`config.mk`:
```
export PLATFORM = sky130hd
export DESIGN_NAME = tcb_uart_ser
export DESIGN_NICKNAME = d
export VERILOG_FILES = /design/src/rtl/tcb_uart_pkg.sv /design/src/rtl/tcb_uart_bdr.sv /design/src/rtl/tcb_uart_ser.sv
export SDC_FILE = /design/constraint.sdc
export NUM_CORES = 1
export LEC_CHECK = 0
export ABC_AREA = 1
export BUFFER_PORTS_ARGS = -buffer_cell sky130_fd_sc_hd__buf_4
export CAP_MARGIN = 20
export CELL_PAD_IN_SITES_DETAIL_PLACEMENT = 1
export CELL_PAD_IN_SITES_GLOBAL_PLACEMENT = 1
export CORE_AREA = 2 2 143 145
export DETAILED_ROUTE_END_ITERATION = 8
export DIE_AREA = 0 0 145 147
export GPL_TIMING_DRIVEN = 0
export PLACE_DENSITY = 0.86
export SLEW_MARGIN = 10
export SYNTH_ARGS = -nofsm -noshare
export SYNTH_HDL_FRONTEND = slang
export SYNTH_HIERARCHICAL = 1
export SYNTH_SLANG_ARGS = --single-unit
```
`constraint.sdc`:
```
create_clock -name clk -period 2.25 [get_ports clk]
set_input_delay 0.45 -clock clk [delete_from_list [all_inputs] [get_ports clk]]
set_output_delay 0.45 -clock clk [all_outputs]
set_load 0.02 [all_outputs]
```
`src/rtl/tcb_uart_pkg.sv`:
```
// Shared types for the TCB UART line engine.
// Contents: parity mode enum, TX/RX FSM state enums, RX status struct.
package tcb_uart_pkg;

   typedef enum logic [1:0] {
      PAR_NONE = 2'b00,
      PAR_EVEN = 2'b01,
      PAR_ODD  = 2'b10,
      PAR_RSVD = 2'b11
   } par_t;

   typedef enum logic [2:0] {
      TX_IDLE  = 3'd0,
      TX_START = 3'd1,
      TX_DATA  = 3'd2,
      TX_PAR   = 3'd3,
      TX_STOP  = 3'd4
   } tx_state_t;

   typedef enum logic [2:0] {
      RX_IDLE      = 3'd0,
      RX_START     = 3'd1,
      RX_DATA      = 3'd2,
      RX_PAR       = 3'd3,
      RX_STOP      = 3'd4,
      RX_WAIT_HIGH = 3'd5
   } rx_state_t;

   typedef struct packed {
      logic frm;
      logic par;
      logic brk;
   } rx_sts_t;

endpackage

```
`src/rtl/tcb_uart_bdr.sv`:
```
// Loadable bit-period down-counter.
// Ports: clk/rst, ld (load val), en (count), val (load and reload value),
//        wrp (strobe in the last cycle of a period; counter reloads val).
module tcb_uart_bdr
   import tcb_uart_pkg::*;
#(
   parameter int unsigned BDW = 16
)(
   input  logic           clk,
   input  logic           rst,
   input  logic           ld,
   input  logic           en,
   input  logic [BDW-1:0] val,
   output logic           wrp
);

   localparam logic [BDW-1:0] CNT_ZERO = {BDW{1'b0}};
   localparam logic [BDW-1:0] CNT_ONE  = {{(BDW-1){1'b0}}, 1'b1};

   logic [BDW-1:0] cnt_r;

   assign wrp = en && !ld && (cnt_r == CNT_ZERO);

   // Period counter: load, reload on wrap, otherwise count down.
   always_ff @(posedge clk) begin
      if (rst) begin
         cnt_r <= CNT_ZERO;
      end else if (ld) begin
         cnt_r <= val;
      end else if (en) begin
         if (cnt_r == CNT_ZERO) begin
            cnt_r <= val;
         end else begin
            cnt_r <= cnt_r - CNT_ONE;
         end
      end else begin
         cnt_r <= cnt_r;
      end
   end

endmodule

```
`src/rtl/tcb_uart_ser.sv`:
```
// UART serializer/deserializer with run-time data length, parity and stop bits.
// Ports: cfg_* line configuration (latched per frame); tx_vld/tx_dat/tx_rdy
//        TX stream, tx_bsy; rx_vld/rx_dat/rx_err_frm/rx_err_par/rx_brk/rx_rdy
//        RX stream with status, rx_ovr drop pulse, rx_bsy; uart_txd/uart_rxd line.
module tcb_uart_ser
   import tcb_uart_pkg::*;
#(
   parameter int unsigned DW  = 8,
   parameter int unsigned BDW = 16,
   parameter int unsigned SYN = 2
)(
   input  logic                  clk,
   input  logic                  rst,
   input  logic [BDW-1:0]        cfg_tx_bdr,
   input  logic [BDW-1:0]        cfg_rx_bdr,
   input  logic [BDW-1:0]        cfg_rx_smp,
   input  logic [$clog2(DW)-1:0] cfg_dlen,
   input  logic [1:0]            cfg_par,
   input  logic                  cfg_stp,
   input  logic                  tx_vld,
   input  logic [DW-1:0]         tx_dat,
   output logic                  tx_rdy,
   output logic                  tx_bsy,
   output logic                  rx_vld,
   output logic [DW-1:0]         rx_dat,
   output logic                  rx_err_frm,
   output logic                  rx_err_par,
   output logic                  rx_brk,
   input  logic                  rx_rdy,
   output logic                  rx_ovr,
   output logic                  rx_bsy,
   output logic                  uart_txd,
   input  logic                  uart_rxd
);

   localparam int unsigned     LW      = $clog2(DW);
   localparam logic [LW-1:0]   IDX_0   = {LW{1'b0}};
   localparam logic [LW-1:0]   IDX_1   = {{(LW-1){1'b0}}, 1'b1};
   localparam logic [DW-1:0]   DAT_0   = {DW{1'b0}};

   // Ones in bit positions 0..dlen.
   function automatic logic [DW-1:0] dat_mask(input logic [LW-1:0] dlen);
      logic [DW-1:0] m;
      for (int i = 0; i < DW; i++) begin
         m[i] = (i <= int'(dlen));
      end
      return m;
   endfunction

   // Parity bit for a data word whose unused upper bits are already zero.
   function automatic logic par_bit(input logic [DW-1:0] d, input par_t p);
      return (p == PAR_ODD) ? ~(^d) : (^d);
   endfunction

   function automatic logic par_on(input par_t p);
      return (p == PAR_EVEN) || (p == PAR_ODD);
   endfunction

   // ---------------- TX ----------------
   tx_state_t      tx_st_r, tx_st_s;
   logic [DW-1:0]  tx_sh_r, tx_sh_s;
   logic           tx_pbit_r, tx_pbit_s, tx_pen_r, tx_pen_s, tx_stp_r, tx_stp_s;
   logic [LW-1:0]  tx_dlen_r, tx_dlen_s, tx_idx_r, tx_idx_s;
   logic [BDW-1:0] tx_bdr_r, tx_bdr_s;
   logic           tx_sec_r, tx_sec_s, txd_r, txd_s;
   logic           tx_rdy_r, tx_rdy_s, tx_bsy_r, tx_bsy_s;
   logic           tx_ld_s, tx_wrp_s;

   tcb_uart_bdr #(.BDW(BDW)) u_tx_bdr (
      .clk (clk),
      .rst (rst),
      .ld  (tx_ld_s),
      .en  (tx_st_r != TX_IDLE),
      .val ((tx_st_r == TX_IDLE) ? cfg_tx_bdr : tx_bdr_r),
      .wrp (tx_wrp_s)
   );

   // TX next-state and next line value; one bit period per counter wrap.
   always_comb begin
      tx_st_s   = tx_st_r;
      tx_sh_s   = tx_sh_r;
      tx_pbit_s = tx_pbit_r;
      tx_pen_s  = tx_pen_r;
      tx_stp_s  = tx_stp_r;
      tx_dlen_s = tx_dlen_r;
      tx_bdr_s  = tx_bdr_r;
      tx_idx_s  = tx_idx_r;
      tx_sec_s  = tx_sec_r;
      txd_s     = txd_r;
      tx_ld_s   = 1'b0;
      case (tx_st_r)
         TX_IDLE: begin
            txd_s = 1'b1;
            if (tx_vld && tx_rdy_r) begin
               tx_sh_s   = tx_dat & dat_mask(cfg_dlen);
               tx_pbit_s = par_bit(tx_dat & dat_mask(cfg_dlen), par_t'(cfg_par));
               tx_pen_s  = par_on(par_t'(cfg_par));
               tx_stp_s  = cfg_stp;
               tx_dlen_s = cfg_dlen;
               tx_bdr_s  = cfg_tx_bdr;
               tx_idx_s  = IDX_0;
               tx_sec_s  = 1'b0;
               txd_s     = 1'b0;
               tx_ld_s   = 1'b1;
               tx_st_s   = TX_START;
            end else begin
               tx_st_s = TX_IDLE;
            end
         end
         TX_START: begin
            if (tx_wrp_s) begin
               txd_s   = tx_sh_r[0];
               tx_sh_s = {1'b0, tx_sh_r[DW-1:1]};
               tx_st_s = TX_DATA;
            end else begin
               tx_st_s = TX_START;
            end
         end
         TX_DATA: begin
            if (tx_wrp_s) begin
               if (tx_idx_r == tx_dlen_r) begin
                  if (tx_pen_r) begin
                     txd_s   = tx_pbit_r;
                     tx_st_s = TX_PAR;
                  end else begin
                     txd_s   = 1'b1;
                     tx_st_s = TX_STOP;
                  end
               end else begin
                  tx_idx_s = tx_idx_r + IDX_1;
                  txd_s    = tx_sh_r[0];
                  tx_sh_s  = {1'b0, tx_sh_r[DW-1:1]};
               end
            end else begin
               tx_st_s = TX_DATA;
            end
         end
         TX_PAR: begin
            if (tx_wrp_s) begin
               txd_s   = 1'b1;
               tx_st_s = TX_STOP;
            end else begin
               tx_st_s = TX_PAR;
            end
         end
         TX_STOP: begin
            txd_s = 1'b1;
            if (tx_wrp_s) begin
               if (tx_stp_r && !tx_sec_r) begin
                  tx_sec_s = 1'b1;
               end else begin
                  tx_st_s = TX_IDLE;
               end
            end else begin
               tx_st_s = TX_STOP;
            end
         end
         default: begin
            txd_s   = 1'b1;
            tx_st_s = TX_IDLE;
         end
      endcase
      tx_rdy_s = (tx_st_s == TX_IDLE);
      tx_bsy_s = (tx_st_s != TX_IDLE);
   end

   // TX state and output registers.
   always_ff @(posedge clk) begin
      if (rst) begin
         tx_st_r   <= TX_IDLE;
         tx_sh_r   <= DAT_0;
         tx_pbit_r <= 1'b0;
         tx_pen_r  <= 1'b0;
         tx_stp_r  <= 1'b0;
         tx_dlen_r <= IDX_0;
         tx_bdr_r  <= {BDW{1'b0}};
         tx_idx_r  <= IDX_0;
         tx_sec_r  <= 1'b0;
         txd_r     <= 1'b1;
         tx_rdy_r  <= 1'b0;
         tx_bsy_r  <= 1'b0;
      end else begin
         tx_st_r   <= tx_st_s;
         tx_sh_r   <= tx_sh_s;
         tx_pbit_r <= tx_pbit_s;
         tx_pen_r  <= tx_pen_s;
         tx_stp_r  <= tx_stp_s;
         tx_dlen_r <= tx_dlen_s;
         tx_bdr_r  <= tx_bdr_s;
         tx_idx_r  <= tx_idx_s;
         tx_sec_r  <= tx_sec_s;
         txd_r     <= txd_s;
         tx_rdy_r  <= tx_rdy_s;
         tx_bsy_r  <= tx_bsy_s;
      end
   end

   assign uart_txd = txd_r;
   assign tx_rdy   = tx_rdy_r;
   assign tx_bsy   = tx_bsy_r;

   // ---------------- RX ----------------
   logic [SYN-1:0] sync_r;
   logic           rxd_s;
   rx_state_t      rx_st_r, rx_st_s;
   logic [BDW-1:0] rx_bdr_r, rx_bdr_s;
   logic [LW-1:0]  rx_dlen_r, rx_dlen_s, rx_idx_r, rx_idx_s;
   par_t           rx_par_r, rx_par_s;
   logic [DW-1:0]  rx_sh_r, rx_sh_s, rx_dat_r, rx_dat_s;
   logic           rx_one_r, rx_one_s, rx_perr_r, rx_perr_s;
   logic           rx_vld_r, rx_vld_s, rx_ovr_r, rx_ovr_s, rx_bsy_r, rx_bsy_s;
   rx_sts_t        rx_sts_r, rx_sts_s;
   logic           rx_ld_s, rx_wrp_s;

   assign rxd_s = sync_r[SYN-1];

   // Line synchronizer, idles high.
   always_ff @(posedge clk) begin
      if (rst) begin
         sync_r <= {SYN{1'b1}};
      end else begin
         sync_r <= {sync_r[SYN-2:0], uart_rxd};
      end
   end

   // First period after start detection uses the mid-bit delay, then bit periods.
   tcb_uart_bdr #(.BDW(BDW)) u_rx_bdr (
      .clk (clk),
      .rst (rst),
      .ld  (rx_ld_s),
      .en  ((rx_st_r != RX_IDLE) && (rx_st_r != RX_WAIT_HIGH)),
      .val ((rx_st_r == RX_IDLE) ? cfg_rx_smp : rx_bdr_r),
      .wrp (rx_wrp_s)
   );

   // RX next-state, sampling and output handshake.
   always_comb begin
      rx_st_s   = rx_st_r;
      rx_bdr_s  = rx_bdr_r;
      rx_dlen_s = rx_dlen_r;
      rx_par_s  = rx_par_r;
      rx_idx_s  = rx_idx_r;
      rx_sh_s   = rx_sh_r;
      rx_one_s  = rx_one_r;
      rx_perr_s = rx_perr_r;
      rx_dat_s  = rx_dat_r;
      rx_sts_s  = rx_sts_r;
      rx_vld_s  = rx_vld_r && !rx_rdy;
      rx_ovr_s  = 1'b0;
      rx_ld_s   = 1'b0;
      case (rx_st_r)
         RX_IDLE: begin
            if (!rxd_s) begin
               rx_bdr_s  = cfg_rx_bdr;
               rx_dlen_s = cfg_dlen;
               rx_par_s  = par_t'(cfg_par);
               rx_idx_s  = IDX_0;
               rx_sh_s   = DAT_0;
               rx_one_s  = 1'b0;
               rx_perr_s = 1'b0;
               rx_ld_s   = 1'b1;
               rx_st_s   = RX_START;
            end else begin
               rx_st_s = RX_IDLE;
            end
         end
         RX_START: begin
            if (rx_wrp_s) begin
               rx_st_s = rxd_s ? RX_IDLE : RX_DATA;
            end else begin
               rx_st_s = RX_START;
            end
         end
         RX_DATA: begin
            if (rx_wrp_s) begin
               rx_sh_s[rx_idx_r] = rxd_s;
               rx_one_s          = rx_one_r | rxd_s;
               if (rx_idx_r == rx_dlen_r) begin
                  rx_st_s = par_on(rx_par_r) ? RX_PAR : RX_STOP;
               end else begin
                  rx_idx_s = rx_idx_r + IDX_1;
               end
            end else begin
               rx_st_s = RX_DATA;
            end
         end
         RX_PAR: begin
            if (rx_wrp_s) begin
               rx_perr_s = rxd_s ^ par_bit(rx_sh_r, rx_par_r);
               rx_one_s  = rx_one_r | rxd_s;
               rx_st_s   = RX_STOP;
            end else begin
               rx_st_s = RX_PAR;
            end
         end
         RX_STOP: begin
            if (rx_wrp_s) begin
               // A consumer taking the old character this cycle frees the slot.
               if (rx_vld_r && !rx_rdy) begin
                  rx_ovr_s = 1'b1;
               end else begin
                  rx_vld_s     = 1'b1;
                  rx_dat_s     = rx_sh_r;
                  rx_sts_s.frm = ~rxd_s;
                  rx_sts_s.par = rx_perr_r;
                  rx_sts_s.brk = ~rx_one_r & ~rxd_s;
               end
               // A low stop bit may be a break; rearm only once the line is high.
               rx_st_s = rxd_s ? RX_IDLE : RX_WAIT_HIGH;
            end else begin
               rx_st_s = RX_STOP;
            end
         end
         RX_WAIT_HIGH: begin
            if (rxd_s) begin
               rx_st_s = RX_IDLE;
            end else begin
               rx_st_s = RX_WAIT_HIGH;
            end
         end
         default: begin
            rx_st_s = RX_IDLE;
         end
      endcase
      rx_bsy_s = (rx_st_s != RX_IDLE);
   end

   // RX state and output registers.
   always_ff @(posedge clk) begin
      if (rst) begin
         rx_st_r   <= RX_IDLE;
         rx_bdr_r  <= {BDW{1'b0}};
         rx_dlen_r <= IDX_0;
         rx_par_r  <= PAR_NONE;
         rx_idx_r  <= IDX_0;
         rx_sh_r   <= DAT_0;
         rx_one_r  <= 1'b0;
         rx_perr_r <= 1'b0;
         rx_dat_r  <= DAT_0;
         rx_sts_r  <= 3'b000;
         rx_vld_r  <= 1'b0;
         rx_ovr_r  <= 1'b0;
         rx_bsy_r  <= 1'b0;
      end else begin
         rx_st_r   <= rx_st_s;
         rx_bdr_r  <= rx_bdr_s;
         rx_dlen_r <= rx_dlen_s;
         rx_par_r  <= rx_par_s;
         rx_idx_r  <= rx_idx_s;
         rx_sh_r   <= rx_sh_s;
         rx_one_r  <= rx_one_s;
         rx_perr_r <= rx_perr_s;
         rx_dat_r  <= rx_dat_s;
         rx_sts_r  <= rx_sts_s;
         rx_vld_r  <= rx_vld_s;
         rx_ovr_r  <= rx_ovr_s;
         rx_bsy_r  <= rx_bsy_s;
      end
   end

   assign rx_vld     = rx_vld_r;
   assign rx_dat     = rx_dat_r;
   assign rx_err_frm = rx_sts_r.frm;
   assign rx_err_par = rx_sts_r.par;
   assign rx_brk     = rx_sts_r.brk;
   assign rx_ovr     = rx_ovr_r;
   assign rx_bsy     = rx_bsy_r;

endmodule

```
==> results.cfg <==
[routing]
dr_total_vias = 7646
drc = 0
drt_pre_antenna_iters = 5
drtIter0Drc = 403
ant_nets = 0
vias_per_cell = 5.03
finalWirelength_um = 24200
wl_per_cell_um = 15.9

[power]
p_per_area_mw_per_mm2 = 926
p_sw_share_pct = 36.6
p_clk_share_pct = 33.6
p_leak_nw = 4.12
combPwrFrac_pct = 34.7
power_switching_w = 0.00304
p_int_w = 0.00526
peakVddDrop_mv = 0.595
share_seq_of_total_power_pct = 31.7

[place]
gp_congestion = 0.861
hpwlAfterDp_um = 17200
dp_cells = 1476
port_buffers = 82

[worst_setup_path]
startpoint_type = flip-flop
crit_chain = inv_1, nand2_2, nor2_2, buf_4, inv_4, nand2_1, nor2_4, nand2_1, nand2_4, buf_4, o21ai_0, nand2_1, a21oi_1
arrival_ns = 2.43
r2r_slack_ns = 0.10
crit_type = flip-flop to flip-flop
critPathMaxStageDelay_ns = 0.35
worstPathRequired_ns = 2.53
crit_top_cell = nand2_1
r2r_end = rx_sh_r[7]
r2r_cells = 13
crit_path_end_kind = flip-flop
slowest_stage = dfxtp_2
path_max_fanout = 11
timing.rr.start = rx_st_r[1]

[die]
die-area_mm2 = 0.0213
io_pins = 84
fp.dieW_um = 145
core_mm2 = 0.0198
die_h_um = 147
start_util_pct = 36.1
rows = 52

[timing]
tightest_slew_ns = 0.633
timing.final.crit_period_ns = 2.15
slew_violations = 0
hold_viol_final = 0
max_freq_mhz = 466
setup_viol = 0
holdWs_ns = 0.218
clock_skew_ns = 0.00683
slew_headroom_pct = 57.8
fin_crit_sh_pct = 95.3
finalSetupTns_ns = 0

[yosys]
synth_cells = 1124
synth_edf_count = 0
synthArstFlopShare_pct = 0
synth.avg_cell_area_um2 = 6.37
synth_nets = 1199
syn_area_mm2 = 0.00716
synth_flop_cell = dfxtp_1
ys_types = 40
synth_warnings = 6
ys_seq_area_share_pct = 34.9
ys_ff_latch = 125

[final_layout]
fin_nets = 1313
layout_common_cells = nand2_1, inv_1, o21ai_0, nor2_1, dfxtp_1
antenna_cells = 0
final_common_cell = nand2_1
drive_above_1_share_pct = 17.2
areaGrowthSynthToFinish_pct = 25.1
fin_cells = 1521

[grt]
antenna_found_initial = 0
overflow = 0
grt_util_all_layers_pct = 22.6
grt_first_pass_wirelength_um = 39300
grt_max_degree = 17
grt_pass1_vias = 8013

[clocking]
clk_pin_slew_worst_paths_ns = 0.06
clockBufferDepth = 2
cts_root_buf = clkbuf_16
cts_tree = built
clock_latency_ns = 0.42
cts_hold_buf = 0
cts_inserted_buffers = 17
h-tree-depth = 4
cts_sinks = 125

[hold_path]
hp-start = uart_rxd
hold_path.class = primary input to flip-flop
min_path_cells = 2
min_to = sync_r[0]

[run_status]
status = finished clean

[job]
maxCapViolations = 0
worst max-delay path, delay by kind of cell (launching register included):
family / cells / cell delay [ns]
flip-flops: 1 / 0.35
AND/OR/NAND/NOR: 7 / 0.87
AO/OA/AOI/OAI: 2 / 0.21
buffers and inverters: 4 / 0.57
state kept, by name, indices dropped and copies added, names as in the netlist, 2 cells and up:
signal / cells
rx_bdr_r: 16
tx_bdr_r: 16
u_rx_bdr/cnt_r: 16
u_tx_bdr/cnt_r: 16
rx_dat: 8
rx_sh_r: 8
tx_sh_r: 8
rx_dlen_r: 3
rx_idx_r: 3
rx_st_r: 3
tx_dlen_r: 3
tx_idx_r: 3
tx_st_r: 3
rx_par_r: 2
sync_r: 2
power groups by stage:
stage          Sequential, W  Clock [W]  Combinational, W
2_1_floorplan        0.00262          0           0.00199
3_3_place_gp         0.00266          0           0.00258
3_5_place_dp         0.00267          0           0.00268
4_1_cts              0.00263    0.00282           0.00277
5_1_grt              0.00266    0.00292           0.00325
6_report             0.00264    0.00279           0.00288
worst max path at each step:
stage               startpoint         end  slack [ns]  cells after the start
floorplan           tx_st_r[1]  tx_sh_r[3]        0.02                     18
global placement    rx_st_r[2]   rx_dat[6]       -0.47                     13
detailed placement  rx_st_r[2]   rx_dat[6]       -0.53                     13
CTS                 rx_st_r[1]   rx_dat[0]      0.0008                     13
global route        tx_st_r[0]  tx_sh_r[2]       -0.01                     18
finish              rx_st_r[1]  rx_sh_r[7]        0.10                     13
cell type report:
class	count	area [µm²]
Sequential cell	125	2510
Buffer	42	273
Tap cell	270	338
Timing Repair Buffer	96	718
Clock buffer	28	557
Multi-Input combinational cell	798	3900
Fill cell	2631	10900
Inverter	158	613
Clock inverter	4	47.5
Yosys cell counts (all sizes together), types with 3 or more instances:
master / n / area, µm²
nand2: 282 / 1080
inv: 157 / 589
nor2: 151 / 639
o21ai: 133 / 669
dfxtp: 125 / 2500
a21oi: 84 / 432
nand3: 72 / 403
clkbuf: 22 / 83.8
nand4: 22 / 144
buf: 19 / 145
xor2: 13 / 114
nor3: 11 / 60.1
xnor2: 10 / 87.6
ha: 8 / 100
nand3b: 4 / 30.0
or2: 3 / 18.8
metal layers:
metal	GRT usage (%)	vias up	share of wire, %
li1	-	3799	-
met1	27.9	3673	45
met2	40.0	133	51
met3	3.20	41	2.6
met4	8.51	0	2.3
met5	0	-	0
through the flow:
| stage | cell area, µm² | setup slack [ns] | power, W | util (%) |
|---|---|---|---|---|
| 3_3_place_gp | 8120 | -0.466 | 0.00524 | 40.9 |
| 2_1_floorplan | 7160 | 0.0151 | 0.00461 | - |
| 5_1_grt | 8960 | -0.0141 | 0.00883 | 45.2 |
| 4_1_cts | 8810 | 0.000779 | 0.00822 | 44.4 |
| 3_5_place_dp | 8120 | -0.527 | 0.00534 | 40.9 |
| 6_report | 8960 | 0.105 | 0.00830 | 45.2 |
cell families (layout without fill, tap and decap cells):
kind of cell / Yosys count / in the layout / synth area share, %
simple gates: 546 / 546 / 33.3
compound gates: 221 / 221 / 15.8
buf+inv: 201 / 328 / 11.8
flops: 125 / 125 / 34.9
xor+xnor: 23 / 23 / 2.81
fa+ha+maj: 8 / 8 / 1.40
what timing repair did:
item / 4_1_cts / 5_1_grt
endpoints found under the setup margin: 73 / 59
gates cloned: 1 / 0
buffers inserted: 4 / 9
pin swaps: 2 / 9
gates resized for setup: 24 / 30
Power figures use the tool's default switching activity.
